### src/rtl/card_pkg.sv
// card_pkg: shared types and default geometry for the card sprite reader.
//   color_t      colour code
//   coord_t      pixel coordinate
//   card_addr_t  card image memory address {row, col}
//   CARD_W/CARD_H card bitmap size in pixels, TRANSPARENT_C see-through code
package card_pkg;

    localparam int unsigned CARD_W_LOG2_C = 4;
    localparam int unsigned CARD_H_LOG2_C = 5;
    localparam int unsigned COORD_W_C     = 8;
    localparam int unsigned COLOR_W_C     = 3;

    localparam int unsigned CARD_W = 1 << CARD_W_LOG2_C;
    localparam int unsigned CARD_H = 1 << CARD_H_LOG2_C;

    typedef logic [COLOR_W_C-1:0]                   color_t;
    typedef logic [COORD_W_C-1:0]                   coord_t;
    typedef logic [CARD_W_LOG2_C+CARD_H_LOG2_C-1:0] card_addr_t;

    localparam color_t TRANSPARENT_C = '0;

endpackage

### src/rtl/card_pos_shadow.sv
// card_pos_shadow: double-buffered card origin.
//   A new origin is captured into a shadow register by the pos_load/pos_ready
//   handshake and moved to the active register only on frame_start, so a frame
//   is never drawn with two different origins.
// Ports:
//   clock, reset_n           clock, synchronous active-low reset
//   frame_start              once-per-frame commit pulse
//   pos_load, pos_x, pos_y   origin load request and value
//   pos_ready                no update pending, a new origin can be accepted
//   act_x, act_y             origin currently used by the pixel pipeline
module card_pos_shadow
    import card_pkg::*;
#(
    parameter int unsigned COORD_W = COORD_W_C
) (
    input  logic               clock,
    input  logic               reset_n,
    input  logic               frame_start,
    input  logic               pos_load,
    input  logic [COORD_W-1:0] pos_x,
    input  logic [COORD_W-1:0] pos_y,
    output logic               pos_ready,
    output logic [COORD_W-1:0] act_x,
    output logic [COORD_W-1:0] act_y
);

    logic [COORD_W-1:0] shadow_x;
    logic [COORD_W-1:0] shadow_y;
    logic               pending;
    logic               accept;

    assign pos_ready = ~pending;
    assign accept    = pos_load && pos_ready;

    always_ff @(posedge clock) begin
        if (!reset_n) begin
            shadow_x <= '0;
            shadow_y <= '0;
            act_x    <= '0;
            act_y    <= '0;
            pending  <= 1'b0;
        end else if (frame_start && accept) begin
            // Load coinciding with the commit goes straight to the active origin.
            shadow_x <= pos_x;
            shadow_y <= pos_y;
            act_x    <= pos_x;
            act_y    <= pos_y;
        end else if (frame_start && pending) begin
            act_x   <= shadow_x;
            act_y   <= shadow_y;
            pending <= 1'b0;
        end else if (accept) begin
            shadow_x <= pos_x;
            shadow_y <= pos_y;
            pending  <= 1'b1;
        end
    end

endmodule

### src/rtl/card_sprite_reader.sv
// card_sprite_reader: composites a card bitmap over a 256x240 VGA pixel stream.
//   Stage 0: hit test against the active origin, issue RE/rAddr (registered).
//   Stage 1: card memory returns dataOut; valid/background travel alongside.
//   Stage 2: transparent-aware mux of card colour over background.
//   Latency 2 cycles, one pixel per clock.
// Ports:
//   clock, reset_n                         clock, synchronous active-low reset
//   frame_start                            commits a pending origin
//   pix_valid, pix_x, pix_y, bg_color      input pixel stream
//   card_en                                card visible
//   pos_x, pos_y, pos_load, pos_ready      origin update handshake
//   RE, rAddr, dataOut                     card memory read port
//   valid_out, color_out, card_hit         composited pixel stream
// Configuration macro: CARD_SCALE2X_EN doubles the card footprint (each bitmap
// pixel covers 2x2 screen pixels).
module card_sprite_reader
    import card_pkg::*;
#(
    parameter int unsigned              CARD_W_LOG2 = CARD_W_LOG2_C,
    parameter int unsigned              CARD_H_LOG2 = CARD_H_LOG2_C,
    parameter int unsigned              COORD_W     = COORD_W_C,
    parameter int unsigned              COLOR_W     = COLOR_W_C,
    parameter logic [COLOR_W-1:0]       TRANSPARENT = '0
) (
    input  logic                              clock,
    input  logic                              reset_n,
    input  logic                              frame_start,
    input  logic                              pix_valid,
    input  logic [COORD_W-1:0]                pix_x,
    input  logic [COORD_W-1:0]                pix_y,
    input  logic [COLOR_W-1:0]                bg_color,
    input  logic                              card_en,
    input  logic [COORD_W-1:0]                pos_x,
    input  logic [COORD_W-1:0]                pos_y,
    input  logic                              pos_load,
    output logic                              pos_ready,
    output logic                              RE,
    output logic [CARD_W_LOG2+CARD_H_LOG2-1:0] rAddr,
    input  logic [COLOR_W-1:0]                dataOut,
    output logic                              valid_out,
    output logic [COLOR_W-1:0]                color_out,
    output logic                              card_hit
);

`ifdef CARD_SCALE2X_EN
    localparam int unsigned FOOT_W_LOG2 = CARD_W_LOG2 + 1;
    localparam int unsigned FOOT_H_LOG2 = CARD_H_LOG2 + 1;
`else
    localparam int unsigned FOOT_W_LOG2 = CARD_W_LOG2;
    localparam int unsigned FOOT_H_LOG2 = CARD_H_LOG2;
`endif
    localparam logic [COORD_W:0] FOOT_W = (COORD_W+1)'(1 << FOOT_W_LOG2);
    localparam logic [COORD_W:0] FOOT_H = (COORD_W+1)'(1 << FOOT_H_LOG2);

    logic [COORD_W-1:0]     act_x;
    logic [COORD_W-1:0]     act_y;
    logic [COORD_W:0]       dx;
    logic [COORD_W:0]       dy;
    logic                   hit0;
    logic [CARD_W_LOG2-1:0] dx_idx;
    logic [CARD_H_LOG2-1:0] dy_idx;
    logic                   valid1;
    logic [COLOR_W-1:0]     bg1;
    logic                   opaque;

    card_pos_shadow #(
        .COORD_W (COORD_W)
    ) u_pos (
        .clock       (clock),
        .reset_n     (reset_n),
        .frame_start (frame_start),
        .pos_load    (pos_load),
        .pos_x       (pos_x),
        .pos_y       (pos_y),
        .pos_ready   (pos_ready),
        .act_x       (act_x),
        .act_y       (act_y)
    );

    // Offsets carry an extra bit so a pixel left of / above the origin becomes
    // a large unsigned value and fails the range test: no wrap-around.
    always_comb begin
        dx   = {1'b0, pix_x} - {1'b0, act_x};
        dy   = {1'b0, pix_y} - {1'b0, act_y};
        hit0 = pix_valid && card_en && (dx < FOOT_W) && (dy < FOOT_H);
`ifdef CARD_SCALE2X_EN
        dx_idx = dx[CARD_W_LOG2:1];
        dy_idx = dy[CARD_H_LOG2:1];
`else
        dx_idx = dx[CARD_W_LOG2-1:0];
        dy_idx = dy[CARD_H_LOG2-1:0];
`endif
    end

    // Stage 0 -> 1: RE doubles as the stage-1 hit flag.
    always_ff @(posedge clock) begin
        if (!reset_n) begin
            RE     <= 1'b0;
            rAddr  <= '0;
            valid1 <= 1'b0;
            bg1    <= '0;
        end else begin
            RE     <= hit0;
            valid1 <= pix_valid;
            bg1    <= bg_color;
            if (hit0) begin
                rAddr <= {dy_idx, dx_idx};
            end
        end
    end

    assign opaque = RE && (dataOut != TRANSPARENT);

    // Stage 1 -> 2: compositing; bubbles carry colour 0.
    always_ff @(posedge clock) begin
        if (!reset_n) begin
            valid_out <= 1'b0;
            color_out <= '0;
            card_hit  <= 1'b0;
        end else begin
            valid_out <= valid1;
            card_hit  <= valid1 && opaque;
            if (!valid1) begin
                color_out <= '0;
            end else if (opaque) begin
                color_out <= dataOut;
            end else begin
                color_out <= bg1;
            end
        end
    end

endmodule
### config.mk
export PLATFORM = sky130hd
export DESIGN_NAME = card_sprite_reader
export DESIGN_NICKNAME = d
export VERILOG_FILES = /design/src/rtl/card_pkg.sv /design/src/rtl/card_pos_shadow.sv /design/src/rtl/card_sprite_reader.sv
export SDC_FILE = /design/constraint.sdc
export NUM_CORES = 1
export LEC_CHECK = 0
export CAP_MARGIN = 0
export CORE_UTILIZATION = 40
export CTS_BUF_LIST = sky130_fd_sc_hd__clkbuf_8
export DETAILED_ROUTE_END_ITERATION = 16
export PLACE_DENSITY = 0.65
export SLEW_MARGIN = 20
export SYNTH_ARGS = -nofsm -noshare
export SYNTH_HDL_FRONTEND = slang
export SYNTH_SLANG_ARGS = --single-unit
### constraint.sdc
create_clock -name clock -period 3.6 [get_ports clock]
set_clock_uncertainty 0.05 [all_clocks]
set_input_delay 0.9 -clock clock [delete_from_list [all_inputs] [get_ports clock]]
set_output_delay 0.9 -clock clock [all_outputs]
set_load 0.02 [all_outputs]
**Yosys cells after proc, flatten, opt, wreduce, memory -nomap -nowiden**

Cells that the tools add are included.

- Register bits after elaboration: 52
- Input bits: 44
- Output and inout bits: 16
- Logic and storage cells: 47

- Bitwise operators: 2
- Add/sub/neg operators: 2
- $lt $le $gt $ge: 2
- Equal/unequal tests: 1
- Reduce and logical (&&, ||, !) cells: 15
- Mux-type cells: 13

Operators by type and width:

| cell | number |
|---|---|
| two-way mux 8 bit | 10 |
| subtractor 8 x 8 -> 9 bit | 2 |
| less-than comparator 9 x 5 -> 1 bit (second input constant) | 1 |
| less-than comparator 9 x 6 -> 1 bit (second input constant) | 1 |
| logical AND 1 bit | 8 |
| AND reduction 2 bit | 3 |
| nonzero test 2 bit | 3 |
| two-way mux 3 bit | 1 |
| nonzero test 3 bit | 1 |
| two-way mux 1 bit | 2 |
| inequality test 2 x 1 -> 1 bit (second input constant) | 1 |
| NOT 1 bit | 2 |

**Logic depth before layout (Yosys ltp)**

Gate-level depths: netlist of run 1.

- Word-level depth: 5
- Gate-level depth with buffers: 9
- Depth with buffers taken out: 9

**By module**

From an unflattened synthesis of run 1, not the netlist that was laid out.

- Cell total of the unflattened synthesis: 319
- Area total of the unflattened synthesis: 2717.6 µm²

Modules (own cells, without submodules):

| module | seq. area each (µm²) | area an instance (µm²) | cells each | instances |
|---|---|---|---|---|
| card_sprite_reader | 380.4 | 1406.3 | 171 | 1 |
| card_pos_shadow | 660.6 | 1311.3 | 148 | 1 |

**Worst setup path after synthesis of run 1**

OpenSTA, ideal clock, no wires.

- Path type: input port to flip-flop
- From: input pix_y[0]
- To: register rAddr[0]
- Data required time: 3478 ps
- Library setup time: 72 ps
- Data arrival time: 3033 ps
- Stages: 9
- Path slack: 445 ps
- Cells stage by stage: inv_1 -> ha_1 -> fa_1 -> nand2b_1 -> a21oi_1 -> a21oi_1 -> a211o_1 -> nor4_4 -> mux2i_1

- Word-level cells in the longest chain between the ends: 3

Ends and longest elaborated chain:

| element | RTL line | text |
|---|---|---|
| start, declared | card_sprite_reader.sv:30 | `input logic [COORD_W-1:0] pix_y,` |
| subtractor 8 x 8 -> 9 bit | card_sprite_reader.sv:84 | `dy = {1'b0, pix_y} - {1'b0, act_y};` |
| less-than comparator 9 x 6 -> 1 bit | card_sprite_reader.sv:85 | `hit0 = pix_valid && card_en && (dx < FOOT_W) && (dy < FOOT_H);` |
| logical AND 1 bit | card_sprite_reader.sv:85 |  |
| end signal, assigned | card_sprite_reader.sv:107 | `rAddr <= {dy_idx, dx_idx};` |
| end, declared | card_sprite_reader.sv:38 | `output logic [CARD_W_LOG2+CARD_H_LOG2-1:0] rAddr,` |

Every way passes these cells.
A chain may end at the register's enable or synchronous reset.

**Worst setup path after layout of run 1**

- From: input pix_y[0]
- To: register rAddr[6]

- Word-level cells in the longest chain between the ends: 3

Ends and longest elaborated chain:

| element | RTL line |
|---|---|
| subtractor 8 x 8 -> 9 bit * | card_sprite_reader.sv:84 |
| less-than comparator 9 x 6 -> 1 bit | card_sprite_reader.sv:85 |
| logical AND 1 bit | card_sprite_reader.sv:85 |

Mark *: on every way between the ends. The rest lies on a longest branch, timed or not.

==> flow_summary.json, run 1 <==
{
  "wirelength_um": 6250,
  "die_w_um": 85.6,
  "insertion_delay_ns": 0.31,
  "power_mw": 1.29,
  "utilization_pct": 53.4,
  "setup.worst_path.end_class": "flop",
  "dieArea_um2": 7330,
  "cp_max_fo": 7,
  "cts.htree.levels": 2,
  "syn_nets": 396,
  "p_sw_share_pct": 29.1,
  "cp.required_ns": 3.78,
  "finalNetCount": 458,
  "fin_area_um2": 3600,
  "cts_sinks": 52,
  "antenna_found_initial": 0,
  "final_cell_mix": "59 x clkdlybuf4s50_1, 55 x nand2_1, 52 x dfxtp_1, 27 x o21ai_0, 23 x nor2_1",
  "fp-row-count": 30,
  "power.density_nw_per_um2": 359,
  "grt_pass1_wl_um": 10700,
  "ys.flop_type": "dfxtp_1",
  "die_y_um": 85.6,
  "setup_tns_ns": 0,
  "post_cts_buffers": 0,
  "drc": 0,
  "yosys.cell_types.count": 47,
  "syn_area_per_cell_um2": 8.37,
  "grt_overflow": 0,
  "slowest_delay_ns": 0.45,
  "internal_power_uw": 917,
  "cts_resized": 0,
  "gp_congestion": 0.830,
  "cts_hold_buf": 0,
  "layoutNonFillerInstCount": 477,
  "ys_ff_latch": 52,
  "wl_per_cell_um": 13.1,
  "gr-usage-all-layers_pct": 18.3,
  "maxCapViolCount": 0,
  "core_area_um2": 6760,
  "arrival_ns": 3.51,
  "cp-start-kind": "primary input",
  "cts_tree": "built",
  "min-delay-path-class": "reg -> reg",
  "cts_buffers": 5,
  "min_period_ns": 3.33,
  "vias_per_cell": 5.15,
  "antenna_left": 0,
  "vias": 2456,
  "ir_drop_mv": 0.191,
  "setup_viol": 0,
  "clock-root-buffer": "clkbuf_8",
  "grt_pass1_vias": 2299,
  "synth_area_um2": 2800,
  "dp_hpwl_um": 4730,
  "drv_slew": 0,
  "seq_power_share_pct": 47.8,
  "grt_max_degree": 26,
  "async_reset_ff_share_pct": 0,
  "p_switching_uw": 377,
  "yosysSeqAreaShare_pct": 37.2,
  "min_period_over_period_pct": 92.5,
  "initial_core_util_pct": 41.4,
  "drive_above_1_share_pct": 6.05,
  "max_freq_ghz": 0.300,
  "status": "complete, no violations",
  "final_common_cell": "clkdlybuf4s50_1",
  "diodes": 0,
  "placedCellCount": 469,
  "relSlewSlack_pct": 39.9,
  "clk_pin_slew_ns": 0.09,
  "p_leak_nw": 1.47,
  "port_buffers": 59,
  "clock_power_share_pct": 27.9,
  "worst-path-buf-inv": 4,
  "slowest_stage": "clkdlybuf4s50_1",
  "tightest_slew_ns": 0.898,
  "p_comb_share_pct": 24.3,
  "drtPass1Iterations": 4,
  "netlist_instances": 334,
  "rsz0062_at_grt": "no",
  "io_pins": 60,
  "critPathKind": "in -> reg",
  "synth_edf_count": 0,
  "cts_buffer_depth": 2,
  "path_cells": "clkdlybuf4s50_1, inv_1, ha_1, fa_1, nand2b_1, a21oi_1, buf_4, o31a_1, o221ai_1, nor4_4, buf_4, mux2i_1",
  "cpMostUsedCell": "buf_4",
  "first_iter_violations": 105,
  "placed_area_um2": 3500,
  "yosysWarnings": 0,
  "crit_family": "buffers and inverters",
  "hold_violations": 0,
  "area_growth_pct": 29.0
}
metal layers:
metal	track usage [%]	up-vias	part of all wire, %
li1	-	1278	-
met1	25.3	1125	50
met2	29.2	48	45
met3	3.46	5	4.2
met4	5.00	0	0.98
met5	0	-	0
flip-flops by register name, indices dropped and copies added (netlist names), 3 cells and up:
register	flops
color_out	3
u_pos.shadow_x	8
rAddr	9
u_pos.act_y	8
bg1	3
u_pos.shadow_y	8
u_pos.act_x	8
stage by stage:
step | hold slack, ns | worst slack (ns)
after CTS | 0.417 | 0.308
final | 0.418 | 0.271
after global placement | 0.400 | 0.0477
after detailed placement | 0.404 | -0.00604
after global routing | 0.436 | 0.136
after floorplan | 0.388 | 0.445
cell type report:
| cell class | instances | area (um2) |
|---|---|---|
| Clock buffer | 6 | 82.6 |
| Clock inverter | 2 | 17.5 |
| Fill cell | 658 | 3150 |
| Inverter | 22 | 82.6 |
| Multi-Input combinational cell | 245 | 1610 |
| Sequential cell | 52 | 1040 |
| Tap cell | 80 | 100 |
| Timing Repair Buffer | 70 | 673 |
worst register-to-register path: cells and delay by family (launching register included):
kind	cells	cell delay [ns]
multiplexers	1	0.19
AO/OA/AOI/OAI	3	0.50
AND/OR/NAND/NOR	2	0.45
buffers and inverters	2	0.37
flip-flops	1	0.33
adder cells (fa/ha/maj)	2	0.60
kinds of logic (layout without fill, tap and decap cells):
| group | after synthesis | in the layout | share of synthesized area (%) |
|---|---|---|---|
| simple gates | 119 | 119 | 20.4 |
| mux | 16 | 16 | 5.73 |
| flops | 52 | 52 | 37.2 |
| fa+ha+maj | 18 | 18 | 8.59 |
| compound gates | 90 | 90 | 22.2 |
| xor+xnor | 2 | 2 | 0.627 |
| buf+inv | 37 | 100 | 5.24 |
power groups by stage:
stage	logic [mW]	registers, mW	clock network (mW)
2_1_floorplan	0.206	0.627	0
3_3_place_gp	0.309	0.630	0
3_5_place_dp	0.312	0.632	0
4_1_cts	0.315	0.618	0.375
5_1_grt	0.350	0.622	0.398
6_report	0.314	0.618	0.361
final timing paths:
check / slack, ns / to / cells after the start / start
worst min-delay path: 0.42 / rAddr[5] / 2 / rAddr[5]
worst min register to register: 0.42 / rAddr[5] / 2 / rAddr[5]
worst max register to register: 1.03 / rAddr[6] / 10 / u_pos.act_y[0]
worst max-delay path: 0.27 / rAddr[6] / 12 / pix_y[0]
synth_stat cells (9+ instances only):
master     n  area (um2)
a21boi_0  11        82.6
a21oi_1   17        85.1
clkbuf_1  13        48.8
dfxtp_1   52        1040
ha_1      16         200
inv_1     21        78.8
mux2i_1   16         160
nand2_1   55         206
nand2b_1   9        56.3
nor2_1    23        86.3
nor2b_1   10        62.6
o21ai_0   27         135
(Power assumes the default switching activity.)
==> run 2: changes to the inputs <==
Settings changed: SKIP_LAST_GASP from default to 1.
==> results of run 2 <==
No change in the layout: final DEF, timing and power equal those of run 1.
==> run 3: changes to the inputs <==
Settings changed: SLEW_MARGIN 20 to default.
==> results of run 3 <==
No change in the layout: final DEF, timing and power equal those of run 1.
